File: config.mk
export PLATFORM = sky130hd
export DESIGN_NAME = mem_arbiter
export DESIGN_NICKNAME = d
export VERILOG_FILES = /design/src/rtl/mem_arbiter.sv
export SDC_FILE = /design/constraint.sdc
export NUM_CORES = 1
export LEC_CHECK = 0
export BUFFER_PORTS_ARGS = -buffer_cell sky130_fd_sc_hd__buf_2
export CAP_MARGIN = 0
export CELL_PAD_IN_SITES_DETAIL_PLACEMENT = 1
export CELL_PAD_IN_SITES_GLOBAL_PLACEMENT = 2
export CORE_ASPECT_RATIO = 1.75
export CORE_MARGIN = 2
export CORE_UTILIZATION = 12
export DETAILED_ROUTE_END_ITERATION = 12
export HOLD_SLACK_MARGIN = 0.15
export PLACE_DENSITY_LB_ADDON = 0.1
export SYNTH_ARGS = -nofsm -noshare
export SYNTH_HDL_FRONTEND = slang
export SYNTH_SLANG_ARGS = --single-unit
File: constraint.sdc
create_clock -name CLK -period 1.3 [get_ports CLK]
set_input_delay 0 -clock CLK [delete_from_list [all_inputs] [get_ports CLK]]
set_output_delay 0 -clock CLK [all_outputs]
set_load 0.1 [all_outputs]
File: src/rtl/mem_arbiter.sv
// ----------------------------------------------------------------------------
// mem_arbiter
//
// Shares one single-ported RAM between the instruction-fetch port and the
// data port of the pipelined datapath. The data port normally wins a
// conflict. A streak counter guarantees that instruction fetch is granted
// after at most STARVE_LIMIT back-to-back data grants. A watchdog abandons an
// access after TIMEOUT cycles without ram_ready, so a RAM that never answers
// cannot hang the pipeline.
//
// Each access takes at least two cycles: one IDLE cycle to decide the grant
// and at least one ACCESS cycle. Every access is followed by one IDLE
// turnaround cycle.
//
// Parameters:
//   STARVE_LIMIT  maximum consecutive data grants while an instruction
//                 request is pending (1..15)
//   TIMEOUT       ACCESS cycles without ram_ready before the access is
//                 abandoned (0 disables the watchdog)
//
// Optional build macro:
//   MEM_ARB_PERF_EN  adds the perf_igrants / perf_dgrants / perf_conflicts
//                    counter outputs
//
// Ports:
//   CLK, nRST             clock, synchronous active-low reset
//   iREN, iaddr           instruction read request and address
//   iwait, iload          instruction handshake (low for one cycle) and data
//   dREN, dWEN            data read / write request
//   daddr, dstore         data address and write value
//   dwait, dload          data handshake (low for one cycle) and read data
//   ramREN, ramWEN        RAM strobes
//   ramaddr, ramstore     RAM address and write data
//   ramload, ram_ready    RAM read data and completion flag
//   err                   one-cycle pulse when an access is abandoned
//   perf_*                performance counters (MEM_ARB_PERF_EN only)
// ----------------------------------------------------------------------------
module mem_arbiter #(
    parameter int STARVE_LIMIT = 4,
    parameter int TIMEOUT      = 255
) (
    input  logic        CLK,
    input  logic        nRST,
    input  logic        iREN,
    input  logic [31:0] iaddr,
    output logic        iwait,
    output logic [31:0] iload,
    input  logic        dREN,
    input  logic        dWEN,
    input  logic [31:0] daddr,
    input  logic [31:0] dstore,
    output logic        dwait,
    output logic [31:0] dload,
    output logic        ramREN,
    output logic        ramWEN,
    output logic [31:0] ramaddr,
    output logic [31:0] ramstore,
    input  logic [31:0] ramload,
    input  logic        ram_ready,
    output logic        err
`ifdef MEM_ARB_PERF_EN
    ,
    output logic [31:0] perf_igrants,
    output logic [31:0] perf_dgrants,
    output logic [31:0] perf_conflicts
`endif
);

    // The state also encodes the current grant: IDLE means no grant.
    typedef enum logic [1:0] {
        IDLE     = 2'd0,
        ACCESS_I = 2'd1,
        ACCESS_D = 2'd2
    } state_t;

    // The timer only has to count up to TIMEOUT-1.
    localparam int            TW         = (TIMEOUT > 1) ? $clog2(TIMEOUT) : 1;
    localparam logic [TW-1:0] TIMER_LAST = (TIMEOUT > 0) ? TW'(TIMEOUT - 1) : '0;
    localparam logic [3:0]    STREAK_MAX = 4'(STARVE_LIMIT);

    state_t        state;
    logic [3:0]    streak;
    logic [TW-1:0] timer;

    logic d_req;
    logic req_live;
    logic done;
    logic timed_out;

    assign d_req = dREN | dWEN;

    // The granted requester still asking. If it drops its request the
    // access is aborted, which takes precedence over completion and timeout.
    assign req_live = ((state == ACCESS_I) & iREN) |
                      ((state == ACCESS_D) & d_req);

    assign done = req_live & ram_ready;

    // ram_ready in the last allowed cycle still counts as a completion.
    generate
        if (TIMEOUT > 0) begin : g_watchdog
            assign timed_out = req_live & ~ram_ready & (timer == TIMER_LAST);
        end else begin : g_no_watchdog
            assign timed_out = 1'b0;
        end
    endgenerate

    assign err = timed_out;

    // RAM side and requester side outputs. The strobes follow the live
    // request so an abort drops them in the same cycle, and the wait lines
    // only drop when the live request completes. A write wins over a read
    // when both data strobes are high.
    always_comb begin
        ramREN   = 1'b0;
        ramWEN   = 1'b0;
        ramaddr  = '0;
        ramstore = '0;
        iload    = '0;
        dload    = '0;
        iwait    = 1'b1;
        dwait    = 1'b1;
        case (state)
            ACCESS_I: begin
                ramREN  = iREN;
                ramaddr = iaddr;
                iload   = ramload;
                iwait   = ~(iREN & ram_ready);
            end
            ACCESS_D: begin
                ramREN   = dREN & ~dWEN;
                ramWEN   = dWEN;
                ramaddr  = daddr;
                ramstore = dstore;
                dload    = ramload;
                dwait    = ~(d_req & ram_ready);
            end
            default: ;
        endcase
    end

    // Grant decision, streak tracking and watchdog timer. The streak counts
    // data grants made while instruction fetch was waiting; once it reaches
    // STARVE_LIMIT the next conflict goes to instruction fetch, which
    // clears it.
    always_ff @(posedge CLK) begin
        if (!nRST) begin
            state  <= IDLE;
            streak <= '0;
            timer  <= '0;
        end else begin
            case (state)
                IDLE: begin
                    timer <= '0;
                    if (iREN && (!d_req || streak == STREAK_MAX)) begin
                        state  <= ACCESS_I;
                        streak <= '0;
                    end else if (d_req) begin
                        state <= ACCESS_D;
                        if (iREN) begin
                            streak <= (streak == STREAK_MAX) ? streak : streak + 4'd1;
                        end else begin
                            streak <= '0;
                        end
                    end
                end
                ACCESS_I, ACCESS_D: begin
                    if (!req_live || done || timed_out) begin
                        state <= IDLE;
                        timer <= '0;
                    end else if (timer != TIMER_LAST) begin
                        timer <= timer + 1'b1;
                    end
                end
                default: begin
                    state <= IDLE;
                    timer <= '0;
                end
            endcase
        end
    end

`ifdef MEM_ARB_PERF_EN
    // Completion and conflict counters; they wrap naturally at 2^32.
    always_ff @(posedge CLK) begin
        if (!nRST) begin
            perf_igrants   <= '0;
            perf_dgrants   <= '0;
            perf_conflicts <= '0;
        end else begin
            if (state == ACCESS_I && done) begin
                perf_igrants <= perf_igrants + 32'd1;
            end
            if (state == ACCESS_D && done) begin
                perf_dgrants <= perf_dgrants + 32'd1;
            end
            if (state == IDLE && iREN && d_req) begin
                perf_conflicts <= perf_conflicts + 32'd1;
            end
        end
    end
`endif

endmodule

==> impl_metrics.tcl <==
set metrics [dict create \
    postSynthNetCount 414 \
    die_h_um 173 \
    worstPathArrival_ns 1.65 \
    clock_latency_ns 0.25 \
    yosys.area_share.simple_pct 51.8 \
    drt_wl_total_mm 15.9 \
    status "complete, but fails checks" \
    viasPerCell 4.28 \
    worstMarginPinSlew_ns 0.371 \
    synth_fa_ha_area_share_pct 4.47 \
    timing.fmax_mhz 607 \
    fin_util_pct 45.0 \
    die_w_um 101 \
    grt_pass1_vias 3686 \
    p_leak_nw 3.04 \
    ys_top_cells_by_area "and2_1 31%, dfxtp_1 14%, a22oi_1 13%" \
    io_pins 267 \
    crit_required_ns 1.30 \
    yosysTopAreaCell "and2_1" \
    drv_slew 0 \
    hpwl_mm 12.0 \
    via_count 3308 \
    drc 0 \
    placed_cells 741 \
    antenna_found_initial 4 \
    start_util_pct 12.3 \
    async_reset_ff_share_pct 0 \
    synthTopCellsByCount "97 x and2_1, 33 x a22oi_1, 33 x nor2b_1" \
    synth_xor_area_share_pct 2.23 \
    fillers 1700 \
    holdCritStartpoint "iREN" \
    synth-seq-cells 14 \
    period_minus_slack_ns 1.65 \
    fin_cells 773 \
    coreArea_sq_um 16000 \
    yosys.area.top_type_share_pct 31.0 \
    place_congestion 0.824 \
    cp-end-kind "output port" \
    worst_slack_ns -0.347 \
    root_buffer "clkbuf_16" \
    multiInputGateArea_sq_um 2310 \
    die-area_sq_um 17400 \
    cts_tree "done" \
    grt_overflow 0 \
    rsz0062_at_grt "true" \
    path_max_fanout 6 \
    setup_viol 144 \
    ys_seq_area_share_pct 14.3 \
    violations "negative setup slack" \
    final_nets 723 \
    cts_sinks 14 \
    rr_startpoint "state[1]$_SDFFE_PN0P_" \
    hold_viol_final 0 \
    relSlewSlack_pct 75.1 \
    ys.flop_type "dfxtp_1" \
    clkTransAtPathRegs_ns 0.05 \
    avgSynthCellArea_sq_um 7.18 \
    first_pass_iters 3 \
    cellPowerDensity_nw_per_um2 771 \
    synth-edff-count 0 \
    ir_drop_uv 635 \
    grt_use_total_pct 17.5 \
    placed_area_sq_um 6240 \
    rows 61 \
    post-route-period-util_pct 127 \
    routedWlPerCell_um 20.6 \
    yosysWarnings 0 \
    fin_skew_ns 0.00476 \
    antenna_left 0 \
    area_growth_syn_to_layout_pct 266 \
    dr.first_iter.drc_count 39 \
    worstSetupPathType "register to output port" \
    htree_levels 1 \
    critPathLaunch "state[1]$_SDFFE_PN0P_" \
    yosysMostFrequentCell "and2_1" \
    mappedNetlistArea_sq_um 1960 \
    portBuffers 266 \
    numCtsBuffers 3 \
    synth_top_family_by_area "simple AND/OR/NAND/NOR gates" \
    timing.hold.ws_ns 0.164 \
    synthMuxAreaShare_pct 0 \
    critPathLaunchType "register" \
    cts_max_path_buffers 2 \
    grt_pass1_wl_mm 23.1 \
    drv_cap 0 \
    hp-class "input port to register" \
    grt_start_max_net_pins 24 \
    synth_compound_gate_area_share_pct 20.8 \
    layout-drive-gt1-share_pct 90.0 \
    synthDistinctLibCells 41 \
    fin_area_sq_um 7180 \
    seq_area_sq_um 290 \
    syn-instance-count 273 \
]
metal layers:
metal / track usage, % / wire length [um]
met5: 0 / 13
met4: 6.05 / 307
met3: 3.64 / 1100
met2: 34.4 / 9450
met1: 17.3 / 5050
cells in the final DEF (no fill, tap or decap), types with 7 or more instances in the layout:
master,count
a22oi_2,27
and2_2,9
and2_4,88
buf_12,145
buf_2,133
buf_4,23
buf_6,12
clkbuf_16,7
dfxtp_1,8
nor2b_4,32
repair_timing:
| action | in CTS | in global routing |
|---|---|---|
| hold buffers | 1 | 0 |
| cloned | 10 | 4 |
| pin swaps | 17 | 17 |
| setup endpoints to repair | 147 | 147 |
| setup buffers | 12 | 3 |
| endpoints found under the hold margin | 2 | 0 |
| resized for setup | 92 | 27 |
final timing paths:
check,cells past startpoint,slack (ns),endpoint
max,7,-0.35,ramaddr[14]
min,4,0.16,streak[2]$_SDFFE_PN0P_
max reg2reg,7,-0.25,timer[6]$_SDFFE_PP0N_
min reg2reg,3,0.51,streak[0]$_SDFFE_PN0P_
critical path: stages, from the launching register on:
cell,delay (ns)
dfxtp_2,0.33
buf_6,0.12
ha_4,0.19
buf_12,0.15
clkbuf_16,0.16
a22oi_2,0.20
nor2b_4,0.07
buf_12,0.16
report_power, final:
| group | total, mW | internal, mW | switching (mW) | leakage, nW |
|---|---|---|---|---|
| sequential | 0.448 | 0.440 | 0.00846 | 0.116 |
| combinational | 4.42 | 1.89 | 2.54 | 2.88 |
| clock | 0.664 | 0.467 | 0.197 | 0.0442 |
| total | 5.54 | 2.79 | 2.74 | 3.04 |
cell families (layout without fill, tap and decap cells):
| logic type | Yosys count | count (layout) |
|---|---|---|
| DFF | 14 | 14 |
| and+or+nand+nor | 162 | 162 |
| buffers and inverters | 30 | 338 |
| AOI/OAI and AO/OA | 55 | 55 |
| other | 0 | 3 |
| adders and majority gates | 7 | 7 |
| xor gates and xnor gates | 5 | 5 |
stage by stage:
step | power (mW) | TNS [ns] | setup slack (ns)
final | 5.54 | -34.38 | -0.347
after global routing | 5.71 | -41.67 | -0.376
after CTS | 5.55 | -36.28 | -0.348
after detailed placement | 4.33 | -8.03 | -0.338
after global placement | 4.30 | -6.35 | -0.198
after floorplan | 2.79 | -10.50 | -0.311
flip-flops by register name, indices dropped and copies added, names as in the netlist:
name	cells
state	2
timer	8
streak	4
final cells by class:
cell class / instances / area share [%]
tap: 189 / 3.29
multi-input combinational: 229 / 32.2
sequential: 14 / 4.04
timing repair buffer: 327 / 58.7
antenna: 3 / 0.105
inverter: 7 / 0.436
clock buffer: 4 / 1.24
No activity file was read; power rests on OpenSTA's default activity.
